## src/rtl/multi_cycle_ctrl_pkg.sv

```systemverilog
// Shared encodings for the multi-cycle MIPS control unit: states, opcodes, functs, ALU ops, mux selects.
package multi_cycle_ctrl_pkg;

  localparam int unsigned OP_W    = 6;
  localparam int unsigned FUNCT_W = 6;
  localparam int unsigned STATE_W = 3;
  localparam int unsigned ALUOP_W = 4;
  localparam int unsigned SEL_W   = 2;

  typedef enum logic [STATE_W-1:0] {
    S_IF  = 3'd0,
    S_ID  = 3'd1,
    S_EX  = 3'd2,
    S_MEM = 3'd3,
    S_WB  = 3'd4
  } state_e;

  // Opcodes
  localparam logic [OP_W-1:0] OP_RTYPE = 6'h00;
  localparam logic [OP_W-1:0] OP_J     = 6'h02;
  localparam logic [OP_W-1:0] OP_JAL   = 6'h03;
  localparam logic [OP_W-1:0] OP_BEQ   = 6'h04;
  localparam logic [OP_W-1:0] OP_BNE   = 6'h05;
  localparam logic [OP_W-1:0] OP_ADDI  = 6'h08;
  localparam logic [OP_W-1:0] OP_ADDIU = 6'h09;
  localparam logic [OP_W-1:0] OP_SLTI  = 6'h0A;
  localparam logic [OP_W-1:0] OP_SLTIU = 6'h0B;
  localparam logic [OP_W-1:0] OP_ANDI  = 6'h0C;
  localparam logic [OP_W-1:0] OP_ORI   = 6'h0D;
  localparam logic [OP_W-1:0] OP_XORI  = 6'h0E;
  localparam logic [OP_W-1:0] OP_LUI   = 6'h0F;
  localparam logic [OP_W-1:0] OP_LW    = 6'h23;
  localparam logic [OP_W-1:0] OP_SW    = 6'h2B;

  // R-type function codes
  localparam logic [FUNCT_W-1:0] FN_SLL  = 6'h00;
  localparam logic [FUNCT_W-1:0] FN_SRL  = 6'h02;
  localparam logic [FUNCT_W-1:0] FN_SRA  = 6'h03;
  localparam logic [FUNCT_W-1:0] FN_JR   = 6'h08;
  localparam logic [FUNCT_W-1:0] FN_JALR = 6'h09;
  localparam logic [FUNCT_W-1:0] FN_ADD  = 6'h20;
  localparam logic [FUNCT_W-1:0] FN_ADDU = 6'h21;
  localparam logic [FUNCT_W-1:0] FN_SUB  = 6'h22;
  localparam logic [FUNCT_W-1:0] FN_SUBU = 6'h23;
  localparam logic [FUNCT_W-1:0] FN_AND  = 6'h24;
  localparam logic [FUNCT_W-1:0] FN_OR   = 6'h25;
  localparam logic [FUNCT_W-1:0] FN_XOR  = 6'h26;
  localparam logic [FUNCT_W-1:0] FN_NOR  = 6'h27;
  localparam logic [FUNCT_W-1:0] FN_SLT  = 6'h2A;
  localparam logic [FUNCT_W-1:0] FN_SLTU = 6'h2B;

  // ALU operation codes
  localparam logic [ALUOP_W-1:0] ALU_ADD  = 4'd0;
  localparam logic [ALUOP_W-1:0] ALU_SUB  = 4'd1;
  localparam logic [ALUOP_W-1:0] ALU_AND  = 4'd2;
  localparam logic [ALUOP_W-1:0] ALU_OR   = 4'd3;
  localparam logic [ALUOP_W-1:0] ALU_XOR  = 4'd4;
  localparam logic [ALUOP_W-1:0] ALU_NOR  = 4'd5;
  localparam logic [ALUOP_W-1:0] ALU_SLT  = 4'd6;
  localparam logic [ALUOP_W-1:0] ALU_SLTU = 4'd7;
  localparam logic [ALUOP_W-1:0] ALU_SLL  = 4'd8;
  localparam logic [ALUOP_W-1:0] ALU_SRL  = 4'd9;
  localparam logic [ALUOP_W-1:0] ALU_SRA  = 4'd10;
  localparam logic [ALUOP_W-1:0] ALU_LUI  = 4'd11;

  // Mux select encodings
  localparam logic [SEL_W-1:0] SRCA_PC      = 2'b00;
  localparam logic [SEL_W-1:0] SRCA_REG     = 2'b01;
  localparam logic [SEL_W-1:0] SRCA_SHAMT   = 2'b10;
  localparam logic [SEL_W-1:0] SRCB_REG     = 2'b00;
  localparam logic [SEL_W-1:0] SRCB_FOUR    = 2'b01;
  localparam logic [SEL_W-1:0] SRCB_IMM     = 2'b10;
  localparam logic [SEL_W-1:0] SRCB_IMM_SH2 = 2'b11;
  localparam logic [SEL_W-1:0] REGDST_RT    = 2'b00;
  localparam logic [SEL_W-1:0] REGDST_RD    = 2'b01;
  localparam logic [SEL_W-1:0] REGDST_RA    = 2'b10;
  localparam logic [SEL_W-1:0] M2R_ALUOUT   = 2'b00;
  localparam logic [SEL_W-1:0] M2R_MDR      = 2'b01;
  localparam logic [SEL_W-1:0] M2R_PC       = 2'b10;
  localparam logic [SEL_W-1:0] PCSRC_ALU    = 2'b00;
  localparam logic [SEL_W-1:0] PCSRC_ALUOUT = 2'b01;
  localparam logic [SEL_W-1:0] PCSRC_JUMP   = 2'b10;
  localparam logic [SEL_W-1:0] PCSRC_REGA   = 2'b11;

  // Shift-by-shamt R-type instructions take operand A from the shamt field
  function automatic logic is_shift(input logic [FUNCT_W-1:0] funct);
    return (funct == FN_SLL) || (funct == FN_SRL) || (funct == FN_SRA);
  endfunction

  // Immediate ALU instructions that write back through WB
  function automatic logic is_i_arith(input logic [OP_W-1:0] op);
    case (op)
      OP_ADDI, OP_ADDIU, OP_SLTI, OP_SLTIU,
      OP_ANDI, OP_ORI, OP_XORI, OP_LUI: return 1'b1;
      default:                          return 1'b0;
    endcase
  endfunction

  // Opcodes that the controller executes; anything else retires as a NOP
  function automatic logic is_supported(input logic [OP_W-1:0] op);
    case (op)
      OP_RTYPE, OP_J, OP_JAL, OP_BEQ, OP_BNE, OP_LW, OP_SW: return 1'b1;
      default:                                             return is_i_arith(op);
    endcase
  endfunction

endpackage

```

## src/rtl/multi_cycle_ctrl_alu_op_decode.sv

```systemverilog
// Combinational ALU operation and immediate-extension decode from OpCode/Funct.
module alu_op_decode
  import multi_cycle_ctrl_pkg::*;
(
  input  logic [OP_W-1:0]    i_opcode,
  input  logic [FUNCT_W-1:0] i_funct,
  output logic [ALUOP_W-1:0] o_alu_op,
  output logic               o_ext_op
);

  // ALU operation: funct-driven for R-type, opcode-driven otherwise
  always_comb begin
    o_alu_op = ALU_ADD;
    if (i_opcode == OP_RTYPE) begin
      case (i_funct)
        FN_ADD, FN_ADDU: o_alu_op = ALU_ADD;
        FN_SUB, FN_SUBU: o_alu_op = ALU_SUB;
        FN_AND:          o_alu_op = ALU_AND;
        FN_OR:           o_alu_op = ALU_OR;
        FN_XOR:          o_alu_op = ALU_XOR;
        FN_NOR:          o_alu_op = ALU_NOR;
        FN_SLT:          o_alu_op = ALU_SLT;
        FN_SLTU:         o_alu_op = ALU_SLTU;
        FN_SLL:          o_alu_op = ALU_SLL;
        FN_SRL:          o_alu_op = ALU_SRL;
        FN_SRA:          o_alu_op = ALU_SRA;
        default:         o_alu_op = ALU_ADD;
      endcase
    end else begin
      case (i_opcode)
        OP_BEQ, OP_BNE: o_alu_op = ALU_SUB;
        OP_SLTI:        o_alu_op = ALU_SLT;
        OP_SLTIU:       o_alu_op = ALU_SLTU;
        OP_ANDI:        o_alu_op = ALU_AND;
        OP_ORI:         o_alu_op = ALU_OR;
        OP_XORI:        o_alu_op = ALU_XOR;
        OP_LUI:         o_alu_op = ALU_LUI;
        default:        o_alu_op = ALU_ADD;
      endcase
    end
  end

  // Logical immediates and lui are zero-extended; everything else sign-extends
  always_comb begin
    o_ext_op = 1'b1;
    case (i_opcode)
      OP_ANDI, OP_ORI, OP_XORI, OP_LUI: o_ext_op = 1'b0;
      default:                          o_ext_op = 1'b1;
    endcase
  end

endmodule

```

## src/rtl/multi_cycle_ctrl.sv

```systemverilog
// Multi-cycle MIPS control FSM (IF/ID/EX/MEM/WB) with combinational control outputs.
module multi_cycle_ctrl
  import multi_cycle_ctrl_pkg::*;
(
  input  logic               clk,
  input  logic               rst_n,
  input  logic [OP_W-1:0]    OpCode,
  input  logic [FUNCT_W-1:0] Funct,
  input  logic               Zero,
  output logic               PCWrite,
  output logic               IorD,
  output logic               MemRead,
  output logic               MemWrite,
  output logic               IRWrite,
  output logic               RegWrite,
  output logic [SEL_W-1:0]   RegDst,
  output logic [SEL_W-1:0]   MemtoReg,
  output logic [SEL_W-1:0]   ALUSrcA,
  output logic [SEL_W-1:0]   ALUSrcB,
  output logic               ExtOp,
  output logic [ALUOP_W-1:0] ALUOp,
  output logic [SEL_W-1:0]   PCSource,
  output logic [STATE_W-1:0] State_o
);

  state_e               r_state;
  state_e               w_next_state;
  logic [ALUOP_W-1:0]   w_dec_alu_op;
  logic                 w_dec_ext_op;
  logic                 w_pc_write;
  logic                 w_ir_write;
  logic                 w_mem_read;

  alu_op_decode u_alu_op_decode (
    .i_opcode (OpCode),
    .i_funct  (Funct),
    .o_alu_op (w_dec_alu_op),
    .o_ext_op (w_dec_ext_op)
  );

  // State register; reset returns to fetch asynchronously
  always_ff @(posedge clk or negedge rst_n) begin
    if (!rst_n) r_state <= S_IF;
    else        r_state <= w_next_state;
  end

  // Next-state and control decode
  always_comb begin
    w_next_state = S_IF;
    w_pc_write   = 1'b0;
    w_ir_write   = 1'b0;
    w_mem_read   = 1'b0;
    MemWrite     = 1'b0;
    RegWrite     = 1'b0;
    IorD         = 1'b0;
    RegDst       = REGDST_RT;
    MemtoReg     = M2R_ALUOUT;
    ALUSrcA      = SRCA_PC;
    ALUSrcB      = SRCB_REG;
    ExtOp        = 1'b0;
    ALUOp        = ALU_ADD;
    PCSource     = PCSRC_ALU;
    case (r_state)
      S_IF: begin
        w_mem_read   = 1'b1;
        w_ir_write   = 1'b1;
        ALUSrcB      = SRCB_FOUR;
        w_pc_write   = 1'b1;
        w_next_state = S_ID;
      end
      S_ID: begin
        // Branch target is precomputed into ALUOut while decoding
        ALUSrcB = SRCB_IMM_SH2;
        ExtOp   = 1'b1;
        if (OpCode == OP_J) begin
          PCSource   = PCSRC_JUMP;
          w_pc_write = 1'b1;
        end else if (OpCode == OP_JAL) begin
          PCSource   = PCSRC_JUMP;
          w_pc_write = 1'b1;
          RegWrite   = 1'b1;
          RegDst     = REGDST_RA;
          MemtoReg   = M2R_PC;
        end else if (is_supported(OpCode)) begin
          w_next_state = S_EX;
        end
      end
      S_EX: begin
        ALUOp = w_dec_alu_op;
        ExtOp = w_dec_ext_op;
        if (OpCode == OP_RTYPE) begin
          ALUSrcB = SRCB_REG;
          if (Funct == FN_JR) begin
            ALUSrcA    = SRCA_REG;
            PCSource   = PCSRC_REGA;
            w_pc_write = 1'b1;
          end else if (Funct == FN_JALR) begin
            ALUSrcA    = SRCA_REG;
            PCSource   = PCSRC_REGA;
            w_pc_write = 1'b1;
            RegWrite   = 1'b1;
            RegDst     = REGDST_RD;
            MemtoReg   = M2R_PC;
          end else begin
            ALUSrcA      = is_shift(Funct) ? SRCA_SHAMT : SRCA_REG;
            w_next_state = S_WB;
          end
        end else if ((OpCode == OP_BEQ) || (OpCode == OP_BNE)) begin
          ALUSrcA    = SRCA_REG;
          ALUSrcB    = SRCB_REG;
          ALUOp      = ALU_SUB;
          PCSource   = PCSRC_ALUOUT;
          w_pc_write = (OpCode == OP_BEQ) ? Zero : ~Zero;
        end else if ((OpCode == OP_LW) || (OpCode == OP_SW)) begin
          ALUSrcA      = SRCA_REG;
          ALUSrcB      = SRCB_IMM;
          w_next_state = S_MEM;
        end else if (is_i_arith(OpCode)) begin
          ALUSrcA      = SRCA_REG;
          ALUSrcB      = SRCB_IMM;
          w_next_state = S_WB;
        end
      end
      S_MEM: begin
        IorD = 1'b1;
        if (OpCode == OP_LW) begin
          w_mem_read   = 1'b1;
          w_next_state = S_WB;
        end else if (OpCode == OP_SW) begin
          MemWrite = 1'b1;
        end
      end
      S_WB: begin
        RegWrite = 1'b1;
        RegDst   = (OpCode == OP_RTYPE) ? REGDST_RD : REGDST_RT;
        MemtoReg = (OpCode == OP_LW) ? M2R_MDR : M2R_ALUOUT;
      end
      default: begin
        w_next_state = S_IF;
      end
    endcase
  end

  // Fetch-side strobes are held off while reset is asserted
  assign PCWrite = w_pc_write & rst_n;
  assign IRWrite = w_ir_write & rst_n;
  assign MemRead = w_mem_read & rst_n;
  assign State_o = r_state;

endmodule

```

## config.mk

```make
export PLATFORM = sky130hd
export DESIGN_NAME = multi_cycle_ctrl
export DESIGN_NICKNAME = d
export VERILOG_FILES = /design/src/rtl/multi_cycle_ctrl_pkg.sv /design/src/rtl/multi_cycle_ctrl_alu_op_decode.sv /design/src/rtl/multi_cycle_ctrl.sv
export SDC_FILE = /design/constraint.sdc
export NUM_CORES = 1
export LEC_CHECK = 0
export ABC_CLOCK_PERIOD_IN_PS = 3300
export CAP_MARGIN = 10
export CORE_MARGIN = 5
export CORE_UTILIZATION = 40
export DETAILED_ROUTE_END_ITERATION = 8
export GPL_TIMING_DRIVEN = 0
export PLACE_DENSITY = 0.92
export REMOVE_ABC_BUFFERS = 1
export SYNTH_ARGS = -nofsm -noshare
export SYNTH_HDL_FRONTEND = slang
export SYNTH_HIERARCHICAL = 1
export SYNTH_SLANG_ARGS = --single-unit
```

## constraint.sdc

```tcl
create_clock -name clk -period 3.3 [get_ports clk]
set_input_delay 0.66 -clock clk [delete_from_list [all_inputs] [get_ports clk]]
set_output_delay 0.66 -clock clk [all_outputs]
set_load 0.02 [all_outputs]
```

Word level (Yosys, flattened, before mapping):

Memories as Yosys holds them, arrays and structs flattened.
Cells that the tools add are included.

* bits in registers: 3
* memory bits (read-only): 352
* output and inout port bits: 24
* word-level logic and storage cells: 115
* memories: 4

* eq/ne operators: 18
* muxes and demuxes: 78
* bitwise operators: 4
* reduce and logical (&&, ||, !) cells: 10

Memory list
* (no name shown): depth 64, bits a word 4, rd ports 1, clocked after Yosys merged registers in 0, write ports 0, line multi_cycle_ctrl_alu_op_decode.sv:15 `case (i_funct)`
* (no name shown): depth 16, bits a word 4, rd ports 1, clocked after Yosys merged registers in 0, write ports 0, line multi_cycle_ctrl_alu_op_decode.sv:30 `case (i_opcode)`
* (no name shown): depth 16, bits a word 1, rd ports 1, clocked after Yosys merged registers in 0, write ports 0, line multi_cycle_ctrl_pkg.sv:92 `case (op)`
* (no name shown): depth 16, bits a word 1, rd ports 1, clocked after Yosys merged registers in 0, write ports 0, line multi_cycle_ctrl_pkg.sv:92

Operators with widths (number)
* $mux 2: 21
* $eq 6x4->1 const B: 6
* $mux 1: 36
* $eq 6x2->1 const B: 4
* $mux 3: 7
* $mux 4: 5
* $pmux 2 s3: 3
* $eq 6x3->1 const B: 2
* $eq 6x6->1 const B: 2
* $logic_not 6->1: 2
* $pmux 3 s4: 1
* $reduce_or 7->1: 1
* $eq 3x2->1 const B: 2
* $pmux 1 s3: 2
* $logic_or 1x1->1: 4
* $pmux 1 s2: 2
* $pmux 2 s2: 1
* $reduce_or 4->1: 1
* $and 1x1->1: 3
* $eq 3x1->1 const B: 1
* $eq 3x3->1 const B: 1
* $logic_not 3->1: 1
* $logic_not 2->1: 1
* $not 1->1: 1

Logic depth before layout (Yosys ltp):

Gate-level depths: netlist of the first run.

* depth in word-level cells: 11
* gate-level depth with buffers: 6

Hierarchy:

The synthesis of the first run kept the hierarchy.

By module, submodules not included
* multi_cycle_ctrl: times used 1, cells each 73, area each 533.0 um^2
* alu_op_decode: times used 1, cells each 32, area each 188.9 um^2

Worst setup path before layout of the first run:

OpenSTA, ideal clock, no wires.

* path type: input-to-output
* start point: in Funct[2]
* end point: out RegDst[0]
* arrival time: 1.959 ns
* setup slack: 0.681 ns
* cell stages on the path: 4
* buffers on the path: 0
* cells stage by stage: or4b_1 nor2_1 nand3_1 a211oi_1

* cells in the longest elaborated chain, start to end: 5
* elaborated cells on any way between the ends: 6
* those cells by class: eq/ne: 2; mux: 4

RTL lines
* start, declared: line multi_cycle_ctrl.sv:8 `input logic [FUNCT_W-1:0] Funct,`
* $eq 6x4->1: line multi_cycle_ctrl.sv:97 `end else if (Funct == FN_JALR) begin`
* $mux 1: line multi_cycle_ctrl.sv:97
* $mux 1 (*): line multi_cycle_ctrl.sv:93 `if (Funct == FN_JR) begin`
* $mux 1 (*): line multi_cycle_ctrl.sv:91 `if (OpCode == OP_RTYPE) begin`
* $pmux 2 s3 (*): line multi_cycle_ctrl.sv:63 `case (r_state)`
* end, declared: line multi_cycle_ctrl.sv:16 `output logic [SEL_W-1:0] RegDst,`

Mark *: on every way between the ends. The rest lies on a longest branch, timed or not.

Worst setup path in the final report of the first run:

* start point: in Funct[5]
* end point: out MemtoReg[1]

* cells in the longest elaborated chain, start to end: 5
* elaborated cells on any way between the ends: 6
* those cells by class: eq/ne: 2; mux: 4

RTL lines
* $eq 6x4->1: line multi_cycle_ctrl.sv:97
* $mux 2: line multi_cycle_ctrl.sv:97
* $mux 2 (*): line multi_cycle_ctrl.sv:93
* $mux 2 (*): line multi_cycle_ctrl.sv:91
* $pmux 2 s3 (*): line multi_cycle_ctrl.sv:63
* end, declared: line multi_cycle_ctrl.sv:17 `output logic [SEL_W-1:0] MemtoReg,`

Marks and branches as above.

==> summary.md, run 1 <==
| Metric | Value |
|---|---|
| Status | finished clean |
| Worst reg2reg startpoint | State_o[2] |
| Via count | approximately 1000 |
| Commonest cells after routing, fill and taps aside | 22 x clkdlybuf4s50_1, 15 x nor2_1, 11 x nand2_1, 11 x dlygate4sd2_1, 10 x nor3_1 |
| Core ar. | 0.00173 mm2 |
| Worst Hold Class | in -> async |
| CP endpoint kind | output port |
| I/O pins | 39 |
| RSZ-0062 raised after global routing | false |
| Crit path kind | in -> out |
| Clock buffer depth | 2 |
| Seq/Total Area, Yosys | 0.104 |
| Minimum clock period | approximately 3.2 ns |
| Clock Tree Root | clkbuf_4 |
| Final setup vio count | 0 |
| Drt first pass iters | 4 |
| Final period utilization | 0.970 |
| Hpwl dp | around 1.9 mm |
| Via-per-instance ratio | ~5.8 |
| Clk pin slew, worst setup/hold paths | approximately 0.040 ns |
| # DRC | 0 |
| Hold Slack | ~0.63 ns |
| Chip Height | ~52 um |
| TritonCTS clock tree | yes |
| Area delta synth->final | 59.4% |
| Nets | 161 |
| Synth Register Bits | 3 |
| Share of post-route cells with drive strength above 1 | 0.131 |
| Worst slew pin tran | between 0.5 and 0.6 ns |
| Vias in the first global route | approximately 850 |
| Worst setup SP type | primary input |
| Design area | 0.00115 mm2 |
| Clk Latency, worst-skew pair | about 0.25 ns |
| Tot GR Track Use | 0.186 |
| DIE AREA | roughly 0.0028 mm2 |
| Mapped Area | just over 700 um2 |
| Req. time, crit path | between 2 and 3 ns |
| Max Clock Skew | approximately 0.012 ns |
| Critical Path Fanout Max | 7 |
| Post-synthesis cell type count | just under 50 |
| PwrDens | 334 mW/mm2 |
| Detailed Route Iter0 Violations | 33 |
| CP arrival | approximately 2.5 ns |
| I/O Buffers | 38 |
| Pin count of the biggest net entering global routing | 12 |
| Synth warn | 6 |
| Max-cap viol count | 0 |
| Worst VDD drop | ~0.22 mV |
| Mapped Cells | roughly 110 |
| Initial antenna violation count | 0 |
| Worst rel slew slack | 0.654 |
| Antenna diodes | 0 |
| First-pass GRT wire length | roughly 4 mm |
| Crit. Startpoint | Funct[5] |
| Max frequency | between 0.3 and 0.4 GHz |
| Gr ovfl total | 0 |
| Fin. Hold Viols | 0 |
| Die X | 52.5 um |
| Rows | 15 |
| LEAKAGE | ~0.52 nW |
| Slew Limit Fails | 0 |
| H-tree Lvls | 1 |
| Ys flop type | dfrtp_1 |
| Synth async-reset ratio | 1.00 |
| Num CTS Buffers | 3 |
| Syn Area/Cell | approximately 7 um2 |
| Largest register FFs | 3 |
| Routability congestion estimate | 0.852 |
| # clock sinks | 3 |
| Routed WL per cell | approximately 15 um |
| Post-route ant nets | 0 |
| Placement-stage cell area | ~0.0011 mm2 |
| Most common cell after layout, fill and taps aside | clkdlybuf4s50_1 |
| Routed WL | 2.52 mm |
| EDFF count, synth | 0 |
| Starting Density | 0.418 |
==> worst max-delay path, stage by stage <==
cell and delay (ns):
clkdlybuf4s50_1 0.52, nor4b_2 0.32, nand4_2 0.18, o2bb2ai_1 0.23
clkdlybuf4s50_1 0.64
==> what timing repair did <==
action,CTS,global route
endpoints found under the setup margin,15,6
hold buffers,0,0
pin swaps,0,2
buffers inserted,0,0
resized for setup,17,9
==> worst paths after layout <==
kind	depth (start not counted)	end	slack, ns
max reg2reg	4	State_o[1]	1.77
max	5	MemtoReg[1]	0.1
max in group asynchronous	1	State_o[1]	2.45
min in group clk	1	State_o[0]	0.67
min reg2reg	1	State_o[0]	0.67
min	1	State_o[0]	0.63
==> report_power, final <==
group | internal, W | switching (W) | total, W | leakage, nW
Sequential | 0.0000447 | 0.0000206 | 0.0000653 | 0.0395
Combinational | 0.000115 | 0.000133 | 0.000249 | 0.469
Clock | 0.0000457 | 0.0000254 | 0.0000711 | 0.0150
==> synthesized netlist by cell type (all sizes together) (2+ instances only) <==
master | instances | area [um2]
a21oi | 3 | 15.0
o21bai | 2 | 18.8
o211a | 2 | 20.0
nor2b | 2 | 12.5
nor2 | 15 | 56.3
nand2b | 3 | 18.8
and3 | 4 | 25.0
dfrtp | 3 | 75.1
nand3b | 2 | 15.0
buf | 2 | 18.8
nor3b | 2 | 20.0
nor3 | 11 | 60.1
a21boi | 2 | 18.8
o21ai | 5 | 28.8
inv | 4 | 15.0
nor4 | 2 | 18.8
nand3 | 4 | 25.0
nand2 | 12 | 45.0
and2 | 4 | 25.0
==> routing by layer <==
layer	routed length [um]	track usage	up-vias
met3	249	0.0285	3
met5	0	0	-
li1	-	-	472
met2	1240	0.339	56
met4	32	0.0723	0
met1	1000	0.213	456
==> through the flow <==
stage          std cells  utilization  total power [W]  setup WS (ns)  setup TNS (ns)
5_1_grt              170        0.667         0.000407         0.0318               0
4_1_cts              170        0.664         0.000384         0.0236               0
3_3_place_gp         166        0.646         0.000306         -0.341           -1.90
3_5_place_dp         166        0.646         0.000310         -0.358           -2.38
2_1_floorplan        103            -         0.000189          0.665               0
6_report             170        0.667         0.000385         0.0979               0
==> kinds of logic after synthesis <==
family / share of synthesized area
buffers and inverters: 0.0468
and+or+nand+nor: 0.549
xor gates and xnor gates: 0.0243
AOI/OAI and AO/OA: 0.276
DFF: 0.104
==> cell type report <==
cell class | count | area [um2]
multi-input cells | 96 | 639
well taps | 25 | 31.3
fillers | 158 | 576
flip-flops and latches | 3 | 75.1
repair buffers | 38 | 364
inverters | 4 | 15.0
clock buffers | 4 | 26.3
No activity file was read; power rests on OpenSTA's default activity.
==> run 2: changes to the inputs <==
--- a/config.mk
+++ b/config.mk
@@ -7,11 +7,13 @@
 export LEC_CHECK = 0
 export ABC_CLOCK_PERIOD_IN_PS = 3300
 export CAP_MARGIN = 10
+export CELL_PAD_IN_SITES_DETAIL_PLACEMENT = 1
+export CELL_PAD_IN_SITES_GLOBAL_PLACEMENT = 2
 export CORE_MARGIN = 5
-export CORE_UTILIZATION = 40
+export CORE_UTILIZATION = 21
 export DETAILED_ROUTE_END_ITERATION = 8
 export GPL_TIMING_DRIVEN = 0
-export PLACE_DENSITY = 0.92
+export PLACE_DENSITY = 0.95
 export REMOVE_ABC_BUFFERS = 1
 export SYNTH_ARGS = -nofsm -noshare
 export SYNTH_HDL_FRONTEND = slang
==> run 2 against run 1 <==
  * Utilization is 31 points lower
  * Count of clock-buffer cells in the layout stayed put
  * Hold slack better by 0.030 ns
  * Critical path depth is 2 higher
  * Combinational power hardly changed
  * Via count is 3.9% lower
  * Power is 2.1% lower
  * Die area is 71% higher
  * Critical endpoint is now ALUOp[2]
==> summary.md, run 2 (synthesis gave the netlist of run 1 again) <==
| Metric | Value |
|---|---|
| Most Crowded Layer GR | met2 (unchanged) |
| CP most frequent cell | clkdlybuf4s50_1 (unchanged) |
| Worst VDD drop | 0.0801 mV (was 0.216 mV) |
| Flop-to-flop setup slack | 1.80 ns (was 1.77 ns) |
| Critical Path Sink | ALUOp[2] (was MemtoReg[1]) |
| Routing usage on met1 | 0.144 (was 0.213) |
| I/O Buffers | 38 (unchanged) |
| I/O pins | 39 (unchanged) |
| Routed WL per cell | 15.0 um (was 14.8 um) |
| Slowest CP cell | clkdlybuf4s50_1 (unchanged) |
| CP top delay family | buffers and inverters (unchanged) |
| Die X | 68.6 um (was 52.5 um) |
| Critical Path, Cell by Cell | clkdlybuf4s50_1 > nor3_1 > nand3_2 > nor2_1 > a31o_2 > and3_1 > clkdlybuf4s50_1 (was clkdlybuf4s50_1 > nor4b_2 > nand4_2 > o2bb2ai_1 > clkdlybuf4s50_1) |
| PwrDens | 313 mW/mm2 (was 334 mW/mm2) |
| Req. time, crit path | 2.64 ns (about the same) |
| Post-route total power | 0.000377 W (was 0.000385 W) |
| RSZ-0062 raised after global routing | false (unchanged) |
| Antenna diodes | 0 (unchanged) |
| Worst Hold Class | in -> async (unchanged) |
| Worst slack, placed | -0.475 ns (was -0.358 ns) |
| Pin count of the biggest net entering global routing | 12 (unchanged) |
| Fin. Hold Viols | 0 (unchanged) |
| Placement-stage cell area | 0.00114 mm2 (was 0.00111 mm2) |
| # clock sinks | 3 (unchanged) |
| Share of post-route cells with drive strength above 1 | 0.143 (was 0.131) |
| H-tree Lvls | 1 (unchanged) |
| Largest register FFs | 3 (unchanged) |
| Design area | 0.00120 mm2 (was 0.00115 mm2) |
| Final worst setup slack | 0.113 ns (was 0.0979 ns) |
| DIE AREA | 0.00471 mm2 (was 0.00275 mm2) |
| Tot GR Track Use | 0.127 (was 0.186) |
| Clock Tree Root | clkbuf_4 (unchanged) |
| Via-per-instance ratio | 4.92 (was 5.81) |
| Detailed Route Iter0 Violations | 45 (was 33) |
| Num CTS Buffers | 3 (unchanged) |
| Fillers | 435 (was 158) |
| Max-cap viol count | 0 (unchanged) |
| Critical Path Fanout Max | 4 (was 7) |
| Worst slew pin tran | 0.479 ns (was 0.517 ns) |
| Hpwl dp | 2.28 mm (was 1.85 mm) |
| Crit path kind | in -> out (unchanged) |
| Most common cell after layout, fill and taps aside | clkdlybuf4s50_1 (unchanged) |
| Rows | 21 (was 15) |
| Via count | 949 (was 987) |
| Core ar. | 0.00334 mm2 (was 0.00173 mm2) |
| Max Clock Skew | 0.000298 ns (was 0.0120 ns) |
| TritonCTS clock tree | yes (unchanged) |
| First-pass GRT wire length | 4.64 mm (was 3.88 mm) |
| Worst Path Buf+Inv | 2 (unchanged) |
| Global-route met2 utilization | 0.255 (was 0.339) |
| Worst reg2reg startpoint | State_o[2] (unchanged) |
| Routability congestion estimate | 0.783 (was 0.852) |
| Worst R2R End | State_o[1] (unchanged) |
| Status | finished clean (unchanged) |
| Nets | 163 (was 161) |
| Crit. Startpoint | Funct[4] (was Funct[5]) |
| Vias in the first global route | 995 (was 845) |
| Starting Density | 0.216 (was 0.418) |
| Clock buffer depth | 2 (unchanged) |
| Area delta synth->final | 66.7% (was 59.4%) |
| Initial antenna violation count | 0 (unchanged) |
| CP arrival | 2.53 ns (was 2.54 ns) |
| Routed WL | 2.89 mm (was 2.52 mm) |
| Clk pin slew, worst setup/hold paths | 0.04 ns (about the same) |
| # DRC | 0 (unchanged) |
| Critical path depth | 7 (was 5) |
| Clk Latency, worst-skew pair | 0.22 ns (was 0.25 ns) |
| Worst setup SP type | primary input (unchanged) |
| Fin util | 0.361 (was 0.667) |
| Worst rel slew slack | 0.679 (was 0.654) |
| Hold_buf cts | 0 (unchanged) |
| Slew Limit Fails | 0 (unchanged) |
| CP max stage delay | 0.61 ns (was 0.64 ns) |
| Commonest cells after routing, fill and taps aside | 19 x clkdlybuf4s50_1, 15 x nor2_1, 14 x dlygate4sd2_1, 12 x nand2_1, 9 x nor3_1 (was 22 x clkdlybuf4s50_1, 15 x nor2_1, 11 x nand2_1, 11 x dlygate4sd2_1, 10 x nor3_1) |
| Drt first pass iters | 4 (unchanged) |
| Minimum clock period | 3.19 ns (was 3.20 ns) |
| LEAKAGE | 0.544 nW (was 0.524 nW) |
| Gr ovfl total | 0 (unchanged) |
| CP endpoint kind | output port (unchanged) |
| Chip Height | 68.6 um (was 52.5 um) |
| Final setup vio count | 0 (unchanged) |
| M3 GR Usage | 0.0146 (was 0.0285) |
| Max frequency | 0.314 GHz (was 0.312 GHz) |
| Final period utilization | 0.966 (was 0.970) |
| Post-route ant nets | 0 (unchanged) |
| Path depth of the worst reg2reg path | 4 (unchanged) |
## run 2: changes by cell type in the layout (fill, tap and decap cells not counted), sizes merged
cell / before / now
buf: 0 / 2
clkbuf: 6 / 5
dlygate4sd2: 11 / 14
dlymetal6s2s: 3 / 4
clkdlybuf4s50: 22 / 19
## run 2: worst min-delay path by stage
stage / start / end / slack, ns / depth (start not counted)
2_1_floorplan: rst_n / State_o[0] / 0.36 / 0
4_1_cts: rst_n / State_o[0] / 0.67 / 1
3_5_place_dp: State_o[1] / State_o[0] / 0.68 / 1
6_report: rst_n / State_o[2] / 0.66 / 1
3_3_place_gp: State_o[1] / State_o[0] / 0.65 / 1
5_1_grt: rst_n / State_o[2] / 0.67 / 1
## run 2: final cells by class
cell class | count | area, um2 | share of cell area
flip-flops and latches | 3 | 75.1 | 0.0624
multi-input cells | 96 | 647 | 0.537
repair buffers | 40 | 383 | 0.318
well taps | 46 | 57.6 | 0.0478
inverters | 4 | 15.0 | 0.0125
clock buffers | 4 | 26.3 | 0.0218
## run 2: per-stage QoR
stage | setup TNS, ns | cells | hold WS (ns)
2_1_floorplan | 0 | 103 | 0.364
3_3_place_gp | -2.69 | 187 | 0.655
5_1_grt | 0 | 193 | 0.669
6_report | 0 | 193 | 0.664
3_5_place_dp | -2.93 | 187 | 0.677
4_1_cts | 0 | 193 | 0.670
## run 2: what timing repair did
| item | 4_1_cts | 5_1_grt |
|---|---|---|
| setup endpoints to repair | 16 | 5 |
| gates resized for setup | 20 | 8 |
| setup buffers | 2 | 0 |
| gates cloned | 0 | 0 |
## run 2: power by group
| group | internal [W] | total [W] | switching, W |
|---|---|---|---|
| clock network | 0.0000452 | 0.0000631 | 0.0000178 |
| logic | 0.000115 | 0.000249 | 0.000134 |
| registers | 0.0000448 | 0.0000647 | 0.0000199 |
| total | 0.000205 | 0.000377 | 0.000172 |
## run 2: layer usage
metal / vias up / wire, um
met4: 0 / 0
met5: - / 0
met1: 442 / 1190
met3: 0 / 169
li1: 477 / -
met2: 30 / 1530
==> run 3: changes to the inputs <==
--- a/config.mk
+++ b/config.mk
@@ -9,7 +9,7 @@
 export CAP_MARGIN = 10
 export CELL_PAD_IN_SITES_DETAIL_PLACEMENT = 1
 export CELL_PAD_IN_SITES_GLOBAL_PLACEMENT = 2
-export CORE_MARGIN = 5
+export CORE_MARGIN = 8
 export CORE_UTILIZATION = 21
 export DETAILED_ROUTE_END_ITERATION = 8
 export GPL_TIMING_DRIVEN = 0
==> run 3 against run 2 <==
  * Register-to-register slack got worse by 0.02 ns
  * Setup slack improved by 0.012 ns
  * Sequential share of layout area about the same
  * Via count up 0.53%
  * Die area grew 18%
==> summary.md, run 3 (synthesis gave the netlist of run 1 again) <==
| Metric | Value |
|---|---|
| Routed WL per cell | 15.8 um (was 15.0 um) |
| Gr ovfl total | 0 (unchanged) |
| Pin count of the biggest net entering global routing | 12 (unchanged) |
| Status | finished clean (unchanged) |
| DP Cell Count | 187 (unchanged) |
| Core ar. | 0.00331 mm2 (was 0.00334 mm2) |
| I/O Buffers | 38 (unchanged) |
| CP max stage delay | 0.67 ns (was 0.61 ns) |
| H-tree Lvls | 1 (unchanged) |
| Max frequency | 0.315 GHz (was 0.314 GHz) |
| Most common cell after layout, fill and taps aside | clkdlybuf4s50_1 (unchanged) |
| Slew Limit Fails | 0 (unchanged) |
| Worst reg2reg startpoint | State_o[2] (unchanged) |
| First-pass GRT wire length | 4.78 mm (was 4.64 mm) |
| Post-route ant nets | 0 (unchanged) |
| TritonCTS clock tree | yes (unchanged) |
| CP endpoint kind | output port (unchanged) |
| I/O pins | 39 (unchanged) |
| Drt first pass iters | 4 (unchanged) |
| Max Clock Skew | 0.00516 ns (was 0.000298 ns) |
| Final period utilization | 0.962 (was 0.966) |
| Post-Layout Cell Count | 192 (was 193) |
| Fin. Hold Viols | 0 (unchanged) |
| Crit path kind | in -> out (unchanged) |
| Largest register FFs | 3 (unchanged) |
| Num CTS Buffers | 3 (unchanged) |
| Clock Tree Root | clkbuf_4 (unchanged) |
| Minimum clock period | 3.18 ns (was 3.19 ns) |
| # DRC | 0 (unchanged) |
| Post-route total power | 0.000385 W (was 0.000377 W) |
| Die X | 74.6 um (was 68.6 um) |
| RSZ-0062 raised after global routing | false (unchanged) |
| Detailed Route Iter0 Violations | 17 (was 45) |
| Share of post-route cells with drive strength above 1 | 0.151 (was 0.143) |
| Hold_buf cts | 0 (unchanged) |
| Routed WL | 3.03 mm (was 2.89 mm) |
| Tot GR Track Use | 0.108 (was 0.127) |
| Starting Density | 0.218 (was 0.216) |
| Clock buffer depth | 2 (unchanged) |
| Area delta synth->final | 66.4% (was 66.7%) |
| CP top delay family | buffers and inverters (unchanged) |
| Worst rel slew slack | 0.674 (was 0.679) |
| Initial antenna violation count | 0 (unchanged) |
| LEAKAGE | 0.537 nW (was 0.544 nW) |
| Chip Height | 74.6 um (was 68.6 um) |
| Critical Path Fanout Max | 11 (was 4) |
| Slowest CP cell | clkdlybuf4s50_1 (unchanged) |
| PwrDens | 321 mW/mm2 (was 313 mW/mm2) |
| Final setup vio count | 0 (unchanged) |
| Hold Slack | 0.656 ns (was 0.664 ns) |
| Worst VDD drop | 0.0744 mV (was 0.0801 mV) |
| CP arrival | 2.52 ns (was 2.53 ns) |
| Routability congestion estimate | 0.750 (was 0.783) |
| Via count | 954 (was 949) |
| Flop-to-flop setup slack | 1.78 ns (was 1.80 ns) |
| DIE AREA | 0.00557 mm2 (was 0.00471 mm2) |
| Req. time, crit path | 2.64 ns (about the same) |
| Via-per-instance ratio | 4.97 (was 4.92) |
| Clk Latency, worst-skew pair | 0.23 ns (was 0.22 ns) |
| Worst Hold Class | in -> async (unchanged) |
| Rows | 21 (unchanged) |
| Max-cap viol count | 0 (unchanged) |
| Critical Path, Cell by Cell | dlygate4sd2_1 > nor3b_2 > nor2_1 > o31ai_1 > clkdlybuf4s50_1 (was clkdlybuf4s50_1 > nor3_1 > nand3_2 > nor2_1 > a31o_2 > and3_1 > clkdlybuf4s50_1) |
| Fillers | 429 (was 435) |
| Commonest cells after routing, fill and taps aside | 19 x clkdlybuf4s50_1, 14 x nor2_1, 13 x dlygate4sd2_1, 12 x nand2_1, 9 x nor3_1 (was 19 x clkdlybuf4s50_1, 15 x nor2_1, 14 x dlygate4sd2_1, 12 x nand2_1, 9 x nor3_1) |
| Worst slew pin tran | 0.486 ns (was 0.479 ns) |
| Path depth of the worst reg2reg path | 4 (unchanged) |
| Worst Path Buf+Inv | 2 (unchanged) |
| Clk pin slew, worst setup/hold paths | 0.04 ns (about the same) |
| Hpwl dp | 2.41 mm (was 2.28 mm) |
| Nets | 162 (was 163) |
| Antenna diodes | 0 (unchanged) |
| # clock sinks | 3 (unchanged) |
| Worst setup SP type | primary input (unchanged) |
| Worst R2R End | State_o[1] (unchanged) |
| Vias in the first global route | 993 (was 995) |
==> run 3: cell type report <==
cell class,instances,area [um2],share of cell area
Multi-Input combinational cell,96,649,0.541
Timing Repair Buffer,39,378,0.315
Sequential cell,3,75.1,0.0625
Tap cell,46,57.6,0.0479
Clock buffer,4,26.3,0.0219
Inverter,4,15.0,0.0125
==> run 3: metal layers <==
metal	up-vias	global-route usage	routed length (um)
met1	450	0.115	1210
met5	-	0	0
met3	2	0.0186	222
li1	474	-	-
met4	0	0.0391	14
met2	28	0.207	1580
==> run 3: what timing repair did <==
action                                  in CTS  in global routing
gates resized for setup                     24                  7
endpoints found under the setup margin      15                  6
buffers inserted                             1                  0
endpoints found under the hold margin        0                  0
pin swaps                                    0                  0
==> run 3: stage by stage <==
stage	util	instance area [um2]	TNS [ns]	worst slack (ns)
after floorplan	-	703	0	0.665
final	0.363	1200	0	0.125
after CTS	0.359	1190	0	0.0231
after detailed placement	0.345	1140	-3.19	-0.530
after global placement	0.345	1140	-2.59	-0.450
after global routing	0.363	1200	0	0.00151
==> run 3: how the worst max path moves through the flow <==
stage                          from    endpoint  slack (ns)  cells past startpoint
after floorplan            Funct[2]   RegDst[0]        0.67                      4
after global placement    OpCode[3]  ALUSrcA[1]       -0.45                      6
after detailed placement  OpCode[3]  ALUSrcA[1]       -0.53                      6
after CTS                  Funct[5]     PCWrite        0.02                      6
after global routing       Funct[4]    ALUOp[0]       0.002                      8
final                     OpCode[3]  ALUSrcB[1]        0.12                      5
==> run 3: power by group <==
group | internal, W | switching (W) | leakage, nW
clock | 0.0000454 | 0.0000204 | 0.0150
combinational | 0.000116 | 0.000140 | 0.483
sequential | 0.0000448 | 0.0000193 | 0.0395
total | 0.000206 | 0.000179 | 0.537
